[config.mk]
export PLATFORM = sky130hd
export DESIGN_NAME = vga_timing_ctrl
export DESIGN_NICKNAME = d
export VERILOG_FILES = /design/src/rtl/vga_timing_pkg.sv /design/src/rtl/vga_pix_tick.sv /design/src/rtl/vga_timing_ctrl.sv
export SDC_FILE = /design/constraint.sdc
export NUM_CORES = 1
export LEC_CHECK = 0
export CAP_MARGIN = 25
export CORE_UTILIZATION = 48
export DETAILED_ROUTE_END_ITERATION = 8
export DONT_BUFFER_PORTS = 1
export PLACE_DENSITY = 0.62
export SLEW_MARGIN = 25
export SYNTH_ARGS = -nofsm -noshare
export SYNTH_HDL_FRONTEND = slang
export SYNTH_SLANG_ARGS = --single-unit
[constraint.sdc]
create_clock -name clk -period 6.3 [get_ports clk]
set_clock_uncertainty 0.15 [all_clocks]
set_input_delay 1.26 -clock clk [delete_from_list [all_inputs] [get_ports clk]]
set_output_delay 1.26 -clock clk [all_outputs]
set_load 0.005 [all_outputs]
[src/rtl/vga_timing_pkg.sv]
// vga_timing_pkg
//   Shared constants for the VGA raster: 640x480@60 default geometry, the
//   derived line/frame totals, sync window bounds and the counter width.
//   Also provides a small inclusive range test used by the sync decode.
package vga_timing_pkg;

  localparam int unsigned CNT_W = 10;

  localparam int unsigned DEF_CLK_DIV  = 4;
  localparam int unsigned DEF_H_ACTIVE = 640;
  localparam int unsigned DEF_H_FP     = 16;
  localparam int unsigned DEF_H_SYNC   = 96;
  localparam int unsigned DEF_H_BP     = 48;
  localparam int unsigned DEF_V_ACTIVE = 480;
  localparam int unsigned DEF_V_FP     = 10;
  localparam int unsigned DEF_V_SYNC   = 2;
  localparam int unsigned DEF_V_BP     = 33;
  localparam bit          DEF_SYNC_POL = 1'b0;

  localparam int unsigned DEF_H_TOTAL = DEF_H_ACTIVE + DEF_H_FP + DEF_H_SYNC + DEF_H_BP;
  localparam int unsigned DEF_V_TOTAL = DEF_V_ACTIVE + DEF_V_FP + DEF_V_SYNC + DEF_V_BP;

  localparam int unsigned DEF_HS_START = DEF_H_ACTIVE + DEF_H_FP;
  localparam int unsigned DEF_HS_END   = DEF_HS_START + DEF_H_SYNC - 1;
  localparam int unsigned DEF_VS_START = DEF_V_ACTIVE + DEF_V_FP;
  localparam int unsigned DEF_VS_END   = DEF_VS_START + DEF_V_SYNC - 1;

  // Inclusive window test on a raster count.
  function automatic logic in_range(input logic [CNT_W-1:0] v,
                                    input int unsigned lo,
                                    input int unsigned hi);
    return (32'(v) >= lo) && (32'(v) <= hi);
  endfunction

endpackage

[src/rtl/vga_pix_tick.sv]
// vga_pix_tick
//   Divides clk into a one-cycle pixel-enable strobe every CLK_DIV clocks.
//   Ports:
//     clk        system clock
//     rst_n      async active-low reset
//     en         run enable; low clears the divider on the next edge
//     pix_tick   registered strobe, high the cycle after div count hits CLK_DIV-1
//     pix_tick_d next-state of pix_tick; lets the raster counters load on
//                the same edge the strobe rises, so pix_x/pix_y and the
//                strobe always describe the same pixel
module vga_pix_tick #(
  parameter int unsigned CLK_DIV = 4
) (
  input  logic clk,
  input  logic rst_n,
  input  logic en,
  output logic pix_tick,
  output logic pix_tick_d
);

  localparam int unsigned DW = (CLK_DIV > 1) ? $clog2(CLK_DIV) : 1;

  logic [DW-1:0] div_q, div_d;
  logic          pix_tick_q;

  assign pix_tick_d = en && (div_q == DW'(CLK_DIV - 1));
  assign pix_tick   = pix_tick_q;

  always_comb begin
    div_d = div_q + DW'(1);
    if (!en || pix_tick_d) div_d = '0;
  end

  always_ff @(posedge clk or negedge rst_n) begin
    if (!rst_n) begin
      div_q      <= '0;
      pix_tick_q <= 1'b0;
    end else begin
      div_q      <= div_d;
      pix_tick_q <= pix_tick_d;
    end
  end

endmodule

[src/rtl/vga_timing_ctrl.sv]
// vga_timing_ctrl
//   VGA raster sequencer. Everything runs on clk; pix_tick qualifies pixels.
//   Ports:
//     clk, rst_n       system clock, async active-low reset
//     en               run enable; low returns the raster to its idle state
//     pix_tick         one-clk pixel strobe every CLK_DIV clks
//     hsync, vsync     sync outputs, active level SYNC_POL
//     video_on         current position is in the visible area
//     pix_x, pix_y     current raster position
//     line_start       pulse with the tick where pix_x becomes 0
//     frame_start      pulse with the tick where (pix_x,pix_y) becomes (0,0)
module vga_timing_ctrl
  import vga_timing_pkg::*;
#(
  parameter int unsigned CLK_DIV  = DEF_CLK_DIV,
  parameter int unsigned H_ACTIVE = DEF_H_ACTIVE,
  parameter int unsigned H_FP     = DEF_H_FP,
  parameter int unsigned H_SYNC   = DEF_H_SYNC,
  parameter int unsigned H_BP     = DEF_H_BP,
  parameter int unsigned V_ACTIVE = DEF_V_ACTIVE,
  parameter int unsigned V_FP     = DEF_V_FP,
  parameter int unsigned V_SYNC   = DEF_V_SYNC,
  parameter int unsigned V_BP     = DEF_V_BP,
  parameter bit          SYNC_POL = DEF_SYNC_POL
) (
  input  logic             clk,
  input  logic             rst_n,
  input  logic             en,
  output logic             pix_tick,
  output logic             hsync,
  output logic             vsync,
  output logic             video_on,
  output logic [CNT_W-1:0] pix_x,
  output logic [CNT_W-1:0] pix_y,
  output logic             line_start,
  output logic             frame_start
);

  localparam int unsigned H_TOTAL  = H_ACTIVE + H_FP + H_SYNC + H_BP;
  localparam int unsigned V_TOTAL  = V_ACTIVE + V_FP + V_SYNC + V_BP;
  localparam int unsigned HS_START = H_ACTIVE + H_FP;
  localparam int unsigned HS_END   = HS_START + H_SYNC - 1;
  localparam int unsigned VS_START = V_ACTIVE + V_FP;
  localparam int unsigned VS_END   = VS_START + V_SYNC - 1;

  localparam logic [CNT_W-1:0] H_LAST = CNT_W'(H_TOTAL - 1);
  localparam logic [CNT_W-1:0] V_LAST = CNT_W'(V_TOTAL - 1);

  if (CLK_DIV < 1) begin : g_chk_div
    $error("vga_timing_ctrl: CLK_DIV must be >= 1");
  end
  if (H_TOTAL > (1 << CNT_W)) begin : g_chk_h
    $error("vga_timing_ctrl: H_TOTAL exceeds counter range");
  end
  if (V_TOTAL > (1 << CNT_W)) begin : g_chk_v
    $error("vga_timing_ctrl: V_TOTAL exceeds counter range");
  end

  logic pix_tick_d;

  vga_pix_tick #(.CLK_DIV(CLK_DIV)) u_pix_tick (
    .clk        (clk),
    .rst_n      (rst_n),
    .en         (en),
    .pix_tick   (pix_tick),
    .pix_tick_d (pix_tick_d)
  );

  logic [CNT_W-1:0] h_q, h_d, v_q, v_d;
  logic             hs_q, hs_d, vs_q, vs_d, von_q, von_d;
  logic             ls_q, ls_d, fs_q, fs_d;
  logic [CNT_W-1:0] h_nxt, v_nxt;

  // Next raster position, used only when a tick is about to rise.
  always_comb begin
    h_nxt = (h_q == H_LAST) ? '0 : h_q + CNT_W'(1);
    v_nxt = v_q;
    if (h_q == H_LAST) v_nxt = (v_q == V_LAST) ? '0 : v_q + CNT_W'(1);
  end

  // Decode is computed from the next position so the registered outputs
  // line up with pix_x/pix_y with no relative latency.
  always_comb begin
    h_d   = h_q;
    v_d   = v_q;
    hs_d  = hs_q;
    vs_d  = vs_q;
    von_d = von_q;
    ls_d  = 1'b0;
    fs_d  = 1'b0;
    if (!en) begin
      h_d   = H_LAST;
      v_d   = V_LAST;
      hs_d  = ~SYNC_POL;
      vs_d  = ~SYNC_POL;
      von_d = 1'b0;
    end else if (pix_tick_d) begin
      h_d   = h_nxt;
      v_d   = v_nxt;
      hs_d  = in_range(h_nxt, HS_START, HS_END) ? SYNC_POL : ~SYNC_POL;
      vs_d  = in_range(v_nxt, VS_START, VS_END) ? SYNC_POL : ~SYNC_POL;
      von_d = (h_nxt < CNT_W'(H_ACTIVE)) && (v_nxt < CNT_W'(V_ACTIVE));
      ls_d  = (h_nxt == '0);
      fs_d  = (h_nxt == '0) && (v_nxt == '0);
    end
  end

  always_ff @(posedge clk or negedge rst_n) begin
    if (!rst_n) begin
      h_q   <= H_LAST;
      v_q   <= V_LAST;
      hs_q  <= ~SYNC_POL;
      vs_q  <= ~SYNC_POL;
      von_q <= 1'b0;
      ls_q  <= 1'b0;
      fs_q  <= 1'b0;
    end else begin
      h_q   <= h_d;
      v_q   <= v_d;
      hs_q  <= hs_d;
      vs_q  <= vs_d;
      von_q <= von_d;
      ls_q  <= ls_d;
      fs_q  <= fs_d;
    end
  end

  assign pix_x       = h_q;
  assign pix_y       = v_q;
  assign hsync       = hs_q;
  assign vsync       = vs_q;
  assign video_on    = von_q;
  assign line_start  = ls_q;
  assign frame_start = fs_q;

endmodule

==> summary.md <==
| Metric | Value |
|---|---|
| Share of the synthesized area in the top cell type | about a fifth |
| Crit path buffers/inverters | 0 |
| First-pass DRT Iterations | 4 |
| Most frequent cells in the layout | nand2_1 (26), nor2_1 (23), o21ai_0 (17), dfrtp_1 (16) |
| Max Slew Vio Count | 0 |
| Most area-hungry cell type in the Yosys netlist | dfrtp_1 |
| Routed wire length | 5030 um |
| Hold Path End | u_pix_tick.div_q[0]$_DFF_PN0_ |
| First-pass GRT wire length | 8360 um |
| CTS Buffer Depth | 2 |
| Crit Path Max Fanout | 12 |
| Crit-path cells | ha_1, and4_1, nand3_1, o32ai_1, or4b_1, a2111oi_2 |
| Total negative slack | 0 ps |
| Cell family with most CP delay | simple AND/OR/NAND/NOR gates |
| Status | finished, final reports clean |
| Routed length per instance | 18.0 um |
| CTS Buf Count | 3 |
| Post-CTS Setup Repair Bufs | 0 |
| Fraction of registers with async set/reset | 100% |
| Slowest stage delay, CP | about 640 ps |
| Overall routing resource usage | 24.7% |
| Worst-Skew Late Latency | approximately 280 ps |
| Core area | ~4000 um^2 |
| Final Setup Violations | 0 |
| Register Area | roughly 720 um^2 |
| Starting Density | between 50% and 60% |
| Unrepaired setup endpoints after global routing | false |
| Clock Pin Slew Worst Setup and Hold Paths | 100 ps |
| Port-buffer cells | 0 |
| Multi-input logic area | approximately 1200 um^2 |
| Layout Cells excl Fill | 280 |
| Nets | between 200 and 250 |
| Syn Nets | 253 |
| Peak VDD IR | 76.6 uV |
| Die area | 4540 um^2 |
| Hpwl dp | 3470 um |
| Utilization after layout | 50.7% |
| CP Launch Type | register |
| Power, Total | around 440 uW |
| Post-synthesis average cell area | between 8 and 9 um^2 |
| Worst Tran Pin Value | around 520 ps |
| Post-Synthesis Cells | roughly 240 |
| Layout area overhead | 0.122% |
| Yosys reg bits | 28 |
| Seq/Total Area, Yosys | roughly a third |
| Most common flop cell mapped by yosys | dfrtp_1 |
| R2R cell count | 6 |
| Hold_buf cts | 0 |
| Crit path arrival time | 3200 ps |
| Post-route DRC | 0 |
| Post-synth EDFFs | 0 |
| Reg2Reg Setup Slack | ~3100 ps |
| Vias/cell | between 6 and 7 |
| Share of layout cells above drive strength 1 | a little over an eighth |
| PD cells | about 220 nW/um^2 |
| IO Count | 29 |
| Ant. Diodes | 0 |
| Number of global-route vias before repair | ~1600 |
| Initial antenna violation count | 0 |
| Chip height | slightly below 70 um |
| Netlist cell types | 55 |
| Leak | between 0.8 and 0.9 nW |
| Ys Warns | 0 |
| Fill cells | roughly 390 |
| Max_cap viols | 0 |
| Most common cell after layout, fill and taps aside | nand2_1 |
| Largest net degree at the start of global routing | 29 |
| Number of cell rows | 23 |
| Hold Fails Final Rpt | 0 |
| Remaining global-route overflow | 0 |
| Reg2reg end | frame_start$_DFF_PN0_ |
| Setup CP Type | register to register |
| Tmin final | 3170 ps |
| Hold Crit Class | register to register |
| DR vias | 1733 |
| Global placer's final weighted congestion | just under 0.9 |
| Max Clk Rate | between 300 and 400 MHz |
| Dpl cells | 276 |
| Hold path start | u_pix_tick.div_q[0]$_DFF_PN0_ |
| Remaining antenna violation count | 0 |
| Root Driver | clkbuf_8 |
| Initial DRC count | between 150 and 200 |
| FF-to-FF Start | pix_x[0]$_DFFE_PN1P_ |
| CTS H-tree depth | 1 |
| Relative slew slack | between 60% and 70% |
| Synth top area cells | dfrtp_1 (20%), dfstp_2 (15%), nand2_1 (4.8%) |
| CTS tree | built |
| CTS sink count | 28 |
| Worst Setup End Kind | register |
| Cell area after synthesis | between 2000 and 2500 um^2 |
| WP data required | approximately 6300 ps |
| Ratio of final minimum period to clock period | 50.4% |
| WHS Path Cells | 1 |
| CP max stage cell | dfstp_2 |
| Chip width | roughly 67 um |
| Post-CTS sizing | 0 |
==> report_power, final <==
part	internal (mW)	switching, mW
clock	0.0560	0.0587
combinational	0.0434	0.0784
sequential	0.191	0.0153
==> per-stage QoR <==
step	setup WS [ps]	hold slack, ps	instance area, um^2
floorplan	3490	260	2050
global route	2950	323	2060
detailed placement	3210	282	2000
global placement	3310	279	2000
CTS	3170	298	2060
finish	3130	292	2060
==> cells in the mapped netlist, types with 3 or more instances <==
master	instances
a211oi_1	4
a21oi_1	11
a41oi_1	3
and2_1	6
and3_1	6
and3_2	4
clkbuf_1	11
clkbuf_8	3
dfrtp_1	16
dfstp_2	12
ha_1	6
inv_1	7
mux2i_1	3
nand2_1	26
nand3_1	12
nand3b_1	3
nand4_1	7
nor2_1	23
nor2b_1	4
nor3_1	10
o21ai_0	17
xnor2_1	10
==> how the worst max path moves through the flow <==
| stage | startpoint | endpoint | depth (start not counted) | slack [ps] |
|---|---|---|---|---|
| 2_1_floorplan | pix_x[0]$_DFFE_PN1P_ | frame_start$_DFF_PN0_ | 5 | 3490 |
| 6_report | pix_x[0]$_DFFE_PN1P_ | frame_start$_DFF_PN0_ | 6 | 3130 |
| 4_1_cts | pix_x[0]$_DFFE_PN1P_ | frame_start$_DFF_PN0_ | 6 | 3170 |
| 5_1_grt | pix_x[0]$_DFFE_PN1P_ | pix_y[4]$_DFFE_PN0P_ | 7 | 2950 |
| 3_5_place_dp | pix_x[0]$_DFFE_PN1P_ | frame_start$_DFF_PN0_ | 6 | 3210 |
| 3_3_place_gp | pix_x[0]$_DFFE_PN1P_ | frame_start$_DFF_PN0_ | 6 | 3310 |
==> sequential cells by signal, indices dropped and copies added, names as in the netlist <==
name	cells
frame_start	1
hsync	1
line_start	1
pix_x	10
pix_y	10
u_pix_tick.div_q	2
u_pix_tick.pix_tick	1
video_on	1
vsync	1
==> metal layers <==
metal	track usage, %	routed length (um)	vias to the layer above
met5	0	0	-
met1	39.2	2470	807
met4	5.59	62	0
li1	-	-	848
met2	33.3	2100	72
met3	5.07	397	6
==> worst register-to-register path, stage by stage, from the launching register on <==
cell and delay, ps:
dfstp_2 640, ha_1 310, and4_1 390, nand3_1 430, o32ai_1 310, or4b_1 500, a2111oi_2 340
==> logic make-up (layout without fill, tap and decap cells) <==
group | count (synthesis) | in the layout | synth area share (%)
AND/OR/NAND/NOR | 119 | 119 | 31.9
XOR/XNOR | 10 | 10 | 4.27
AO/OA/AOI/OAI | 52 | 52 | 16.6
buffers and inverters | 26 | 12 | 7.25
multiplexers | 3 | 3 | 1.46
flip-flops | 28 | 28 | 34.9
adder cells (fa/ha/maj) | 6 | 6 | 3.66
==> layout make-up <==
type,instances,share of cell area (%)
timing repair buffer,1,0.365
clock buffer,4,2.68
tap,50,3.04
sequential,28,34.8
inverter,7,1.28
multi-input combinational,190,57.8
(Power assumes the default switching activity.)
